## config.mk

```make
export PLATFORM = sky130hd
export DESIGN_NAME = imem_loader
export DESIGN_NICKNAME = d
export VERILOG_FILES = /design/src/rtl/imem_loader_pkg.sv /design/src/rtl/imem_loader_byte_to_word_packer.sv /design/src/rtl/imem_loader.sv
export SDC_FILE = /design/constraint.sdc
export NUM_CORES = 1
export LEC_CHECK = 0
export BUFFER_PORTS_ARGS = -buffer_cell sky130_fd_sc_hd__buf_4
export CAP_MARGIN = 10
export CORE_MARGIN = 1
export CORE_UTILIZATION = 32
export DETAILED_ROUTE_END_ITERATION = 16
export HOLD_SLACK_MARGIN = 0.1
export PLACE_DENSITY = 0.48
export SLEW_MARGIN = 20
export SYNTH_ARGS = -nofsm -noshare
export SYNTH_HDL_FRONTEND = slang
export SYNTH_HIERARCHICAL = 1
export SYNTH_SLANG_ARGS = --single-unit
export TNS_END_PERCENT = 1
```

## constraint.sdc

```tcl
create_clock -name clock -period 2.65 [get_ports clock]
set_input_delay 0.53 -clock clock [delete_from_list [all_inputs] [get_ports clock]]
set_output_delay 0.53 -clock clock [all_outputs]
set_load 0.02 [all_outputs]
```

## src/rtl/imem_loader_pkg.sv

```systemverilog
// Types and constants shared by the instruction-memory loader and the fetch stage.
package imem_loader_pkg;

    typedef enum logic [2:0] {
        S_IDLE,
        S_LEN,
        S_DATA,
        S_WRITE,
        S_CSUM,
        S_DONE,
        S_ERROR
    } state_t;

    // Fetch starts executing here after reset, so the image is loaded from this address.
    localparam logic [31:0] RESET_PC = 32'h0100_0000;

endpackage

```

## src/rtl/imem_loader_byte_to_word_packer.sv

```systemverilog
// Packs a byte stream into little-endian 32-bit words; the word is presented
// combinationally together with the fourth accepted byte.
module byte_to_word_packer (
    input  logic        clock,
    input  logic        reset,
    input  logic        clear_i,
    input  logic        byte_valid_i,
    input  logic [7:0]  byte_i,
    output logic [31:0] word_o,
    output logic        word_valid_o
);

    logic [1:0]  idx_q;
    logic [23:0] buf_q;

    always_ff @(posedge clock) begin
        if (reset || clear_i) begin
            idx_q <= '0;
        end else if (byte_valid_i) begin
            idx_q <= idx_q + 2'd1;
        end
    end

    // Shifting right leaves byte k at bits [8k+7:8k] once the fourth byte arrives.
    always_ff @(posedge clock) begin
        if (byte_valid_i) begin
            buf_q <= {byte_i, buf_q[23:8]};
        end
    end

    assign word_o       = {byte_i, buf_q};
    assign word_valid_o = byte_valid_i && (idx_q == 2'd3);

endmodule

```

## src/rtl/imem_loader.sv

```systemverilog
// Loads a length-prefixed, checksummed program image into instruction memory
// and holds the core in reset until the image has been verified.
module imem_loader
    import imem_loader_pkg::*;
#(
    parameter logic [31:0] BASE_ADDR = RESET_PC,
    parameter int unsigned MAX_WORDS = 4096
) (
    input  logic        clock,
    input  logic        reset,
    input  logic        start,
    input  logic        in_valid,
    input  logic [7:0]  in_data,
    output logic        in_ready,
    output logic        imem_we,
    output logic [31:0] imem_addr,
    output logic [31:0] imem_data,
    output logic        cpu_hold,
    output logic        busy,
    output logic        done,
    output logic        error,
    output logic [31:0] words_written
);

    state_t      state_q, state_d;
    logic [31:0] n_q, widx_q, csum_q, addr_q, data_q;
    logic        ready_q, we_q, hold_q, busy_q, done_q, err_q;

    logic        accept;
    logic        clear;
    logic [31:0] word;
    logic        word_valid;

    assign accept = in_valid && ready_q;
    assign clear  = start && (state_q == S_IDLE || state_q == S_DONE || state_q == S_ERROR);

    byte_to_word_packer u_packer (
        .clock       (clock),
        .reset       (reset),
        .clear_i     (clear),
        .byte_valid_i(accept),
        .byte_i      (in_data),
        .word_o      (word),
        .word_valid_o(word_valid)
    );

    always_comb begin
        state_d = state_q;
        case (state_q)
            S_IDLE, S_DONE, S_ERROR: if (start) state_d = S_LEN;
            S_LEN: begin
                if (word_valid) begin
                    if (word == 32'd0)           state_d = S_CSUM;
                    else if (word > MAX_WORDS)   state_d = S_ERROR;
                    else                         state_d = S_DATA;
                end
            end
            S_DATA:  if (word_valid) state_d = S_WRITE;
            S_WRITE: state_d = (widx_q + 32'd1 == n_q) ? S_CSUM : S_DATA;
            S_CSUM:  if (word_valid) state_d = (word == csum_q) ? S_DONE : S_ERROR;
            default: state_d = S_IDLE;
        endcase
    end

    // Status outputs are decoded from the next state so they line up with state_q.
    always_ff @(posedge clock) begin
        if (reset) begin
            state_q <= S_IDLE;
            n_q     <= '0;
            widx_q  <= '0;
            csum_q  <= '0;
            addr_q  <= BASE_ADDR;
            data_q  <= '0;
            ready_q <= 1'b0;
            we_q    <= 1'b0;
            hold_q  <= 1'b1;
            busy_q  <= 1'b0;
            done_q  <= 1'b0;
            err_q   <= 1'b0;
        end else begin
            state_q <= state_d;
            ready_q <= state_d inside {S_LEN, S_DATA, S_CSUM};
            we_q    <= (state_d == S_WRITE);
            hold_q  <= (state_d != S_DONE);
            busy_q  <= state_d inside {S_LEN, S_DATA, S_WRITE, S_CSUM};
            done_q  <= (state_d == S_DONE);
            err_q   <= (state_d == S_ERROR);

            if (clear) begin
                n_q    <= '0;
                widx_q <= '0;
                csum_q <= '0;
            end
            if (state_q == S_LEN && word_valid) begin
                n_q <= word;
            end
            if (state_q == S_DATA && word_valid) begin
                addr_q <= BASE_ADDR + {widx_q[29:0], 2'b00};
                data_q <= word;
            end
            if (state_q == S_WRITE) begin
                widx_q <= widx_q + 32'd1;
                csum_q <= csum_q + data_q;
            end
        end
    end

    assign in_ready      = ready_q;
    assign imem_we       = we_q;
    assign imem_addr     = addr_q;
    assign imem_data     = data_q;
    assign cpu_hold      = hold_q;
    assign busy          = busy_q;
    assign done          = done_q;
    assign error         = err_q;
    assign words_written = widx_q;

endmodule

```

==> results.yml <==
worst_setup_path:
  end_kind: "register"
  crit_buf_inv: 1
  crit_fanout: 2
  crit_path_max_incr_delay_ns: 0.43
  start_kind: "register"
  path_cells: "ha_4, a211oi_2, o211ai_1, a211oi_2, o32ai_2, a211o_1, a2111o_1, buf_6, a31oi_4, mux2i_1, o21ai_2"
  regToRegEndpoint: "csum_q[31]"
  reg2reg_depth: 11
  r2r-start: "imem_data[1]"
  r2r_slack_ns: -0.27
  slowest_stage: "a2111o_1"
  crit_arrival_ns: 3.26
  crit_type: "register to register"
  crit_path_frequent_cell: "a211oi_2"
  path_delay_family: "compound AO/OA/AOI/OAI gates"
  cp.required_ns: 3.00
routing:
  drc_errors: 0
  wirelength_mm: 33.0
  first_pass_iters: 7
  via_count: 9773
  wl_per_cell_um: 17.2
  drtAntennaViolNets: 0
  via_per_inst: 5.10
  drtIter0Drc: 569
worst_hold_path:
  min_path_cells: 1
  hold_class: "input port to register"
  min_to: "u_packer/buf_q[22]"
  min-delay-start: "in_data[6]"
clock_tree:
  clk_pin_slew_ns: 0.08
  cts_tree: "done"
  cts_root_buffer: "clkbuf_16"
  cts_sinks: 193
  clkLatencyLatePin_ns: 0.46
  cts_max_level: 4
  clockBufferDepth: 2
  numCtsBuffers: 17
run_status:
  violations: "setup timing"
  outcome: "finished, violations left"
die:
  coreArea_sq_um: 31600
  io_pins: 114
  rows: 65
  dieWidth_um: 181
  floorplan.initialDensity_pct: 32.5
  die_y_um: 181
  die-area_sq_um: 32800
logic_synthesis:
  netlist_area_sq_um: 10300
  synth_edf_count: 24
  ys_types: 73
  synthCells: 1267
  yosysWarnings: 6
  ys.flop_type: "dfxtp_1"
  netlist_top_cells_area: "dfxtp_1 33%, nand2_1 7.5%, a21oi_1 7.2%"
  yosysMostFrequentCell: "nand2_1"
  netlist_top_cells_count: "206 x nand2_1, 169 x dfxtp_1, 148 x a21oi_1, 101 x nor2_1, 70 x nand3_1"
  async_reset_ff_share_pct: 0
  syn_area_per_cell_sq_um: 8.10
  synth-seq-area-share_pct: 40.0
  yosysTopAreaCellShare_pct: 33.0
  synth_top_area_cell: "dfxtp_1"
  ys_seq_elements: 193
sta:
  fmaxAchievable_ghz: 0.343
  slew_violations: 0
  setup-violations-final: 4
  max_slew_margin_pct: 66.3
  skew_ns: 0.0129
  rsz0062_at_grt: "yes"
  post-route-period-util_pct: 110
  final.setup.worst_slack_ns: -0.266
  worst_slew_pin_slew_ns: 0.506
  fin_crit_ns: 2.92
  hold_viol: 0
global_route:
  grt_max_degree: 60
  grt_antenna_before_repair: 0
  gr-total-overflow: 0
  grt_pass1_vias: 9426
  grt_pass1_wl_mm: 52.4
  grt_use_total_pct: 20.5
cells_and_area:
  num-fill-cells: 3248
  diodes: 0
  nets: 1548
  post-route-util_pct: 42.8
  drive_gt1_share_pct: 26.5
  syn_to_final_growth_pct: 31.7
  final_cells: 1916
placed_design:
  portBuffers: 111
  hpwl_mm: 24.1
  globalplace.congestion: 0.853
  dp_cells: 1882
power_and_ir_drop:
  p_leak_nw: 5.49
  powerDensity_nw_per_um2: 438
  vdd_drop_max_mv: 0.479
flow_run:
  cap_viol_max_count: 0
-- through the flow --
stage	power [mW]	setup slack (ns)	hold slack (ns)	setup TNS, ns	cell area, sq um
2_1_floorplan	3.20	-0.134	0.456	-0.230	10300
3_3_place_gp	3.32	-0.239	0.443	-1.24	12800
5_1_grt	6.12	-0.349	0.291	-1.52	13500
4_1_cts	5.99	-0.269	0.287	-0.673	13400
3_5_place_dp	3.32	-0.272	0.448	-1.51	12800
6_report	5.92	-0.266	0.303	-0.679	13500
-- placed cells by master, fill, tap and decap left out, types with 5 or more instances in the layout --
master / synthesis / layout
nor4_1: 25 / 21
ha_1: 34 / 27
nor2b_1: 7 / 7
buf_4: 10 / 304
o31ai_1: 5 / 5
nor3_2: 3 / 5
o21bai_1: 7 / 7
nor3_1: 24 / 22
a211oi_1: 17 / 15
nand2_1: 206 / 204
dfxtp_1: 169 / 160
mux2i_1: 5 / 5
edfxtp_1: 24 / 24
o21ai_0: 41 / 40
or3_1: 7 / 7
nand4_1: 11 / 11
a21oi_1: 148 / 145
a21o_1: 11 / 11
clkbuf_16: 0 / 17
dfxtp_2: 0 / 8
a22oi_1: 20 / 19
o211ai_1: 9 / 9
and2_1: 10 / 8
and3_1: 15 / 15
nand2b_1: 8 / 8
clkinv_8: 0 / 6
a31oi_1: 7 / 6
nand4b_1: 5 / 5
xor2_1: 56 / 56
nor2_1: 101 / 101
inv_1: 15 / 15
nand3_1: 70 / 70
xnor2_1: 51 / 51
-- logic make-up after synthesis --
family / synth area share [%]
xor gates and xnor gates: 9.13
DFF: 40.0
adders and majority gates: 4.34
and+or+nand+nor: 23.1
other: 0.0365
AOI/OAI and AO/OA: 18.1
buffers and inverters: 4.70
muxes: 0.597
-- state kept, by name (all words and copies together) (netlist names) --
| signal | flops |
|---|---|
| u_packer/buf_q | 24 |
| n_q | 32 |
| cpu_hold | 1 |
| error | 1 |
| in_ready | 1 |
| words_written | 32 |
| done | 1 |
| busy | 1 |
| imem_addr | 30 |
| csum_q | 32 |
| imem_we | 1 |
| imem_data | 32 |
| u_packer/idx_q | 2 |
| state_q | 3 |
-- power by group --
part | total, mW | switching (mW) | internal (mW)
combinational | 0.263 | 0.179 | 0.0838
clock | 2.66 | 1.38 | 1.28
sequential | 2.99 | 0.0169 | 2.97
total | 5.92 | 1.57 | 4.34
-- metal layers --
metal  global-route usage, %  vias to the layer above  share of wire (%)
met5                       0                        -                  0
met4                    6.47                        0                2.0
met3                    2.84                       34                3.8
met2                    33.5                      201                 46
met1                    27.8                     4622                 48
li1                        -                     4916                  -
-- how the worst max path moves through the flow --
| stage | from | endpoint | slack, ns | cells past startpoint |
|---|---|---|---|---|
| after floorplan | imem_data[2] | csum_q[31] | -0.13 | 10 |
| after global placement | imem_data[2] | csum_q[31] | -0.24 | 10 |
| after detailed placement | csum_q[1] | csum_q[31] | -0.27 | 10 |
| after CTS | imem_data[1] | csum_q[31] | -0.27 | 10 |
| after global routing | imem_data[1] | csum_q[31] | -0.35 | 11 |
| final | imem_data[1] | csum_q[31] | -0.27 | 11 |
-- repair_timing --
action / CTS / global route
gates resized for setup: 12 / 14
hold buffers: 0 / 0
buffers inserted: 1 / 1
pin swaps: 16 / 14
setup endpoints to repair: 12 / 18
-- final cells by class --
class / instances / area (sq um) / area share [%]
Sequential cell: 193 / 4120 / 30.5
Clock inverter: 15 / 186 / 1.38
Timing Repair Buffer: 308 / 2350 / 17.4
Multi-Input combinational cell: 966 / 5870 / 43.5
Inverter: 15 / 56.3 / 0.417
Tap cell: 402 / 503 / 3.72
Clock buffer: 17 / 425 / 3.15
(Power assumes the default switching activity.)
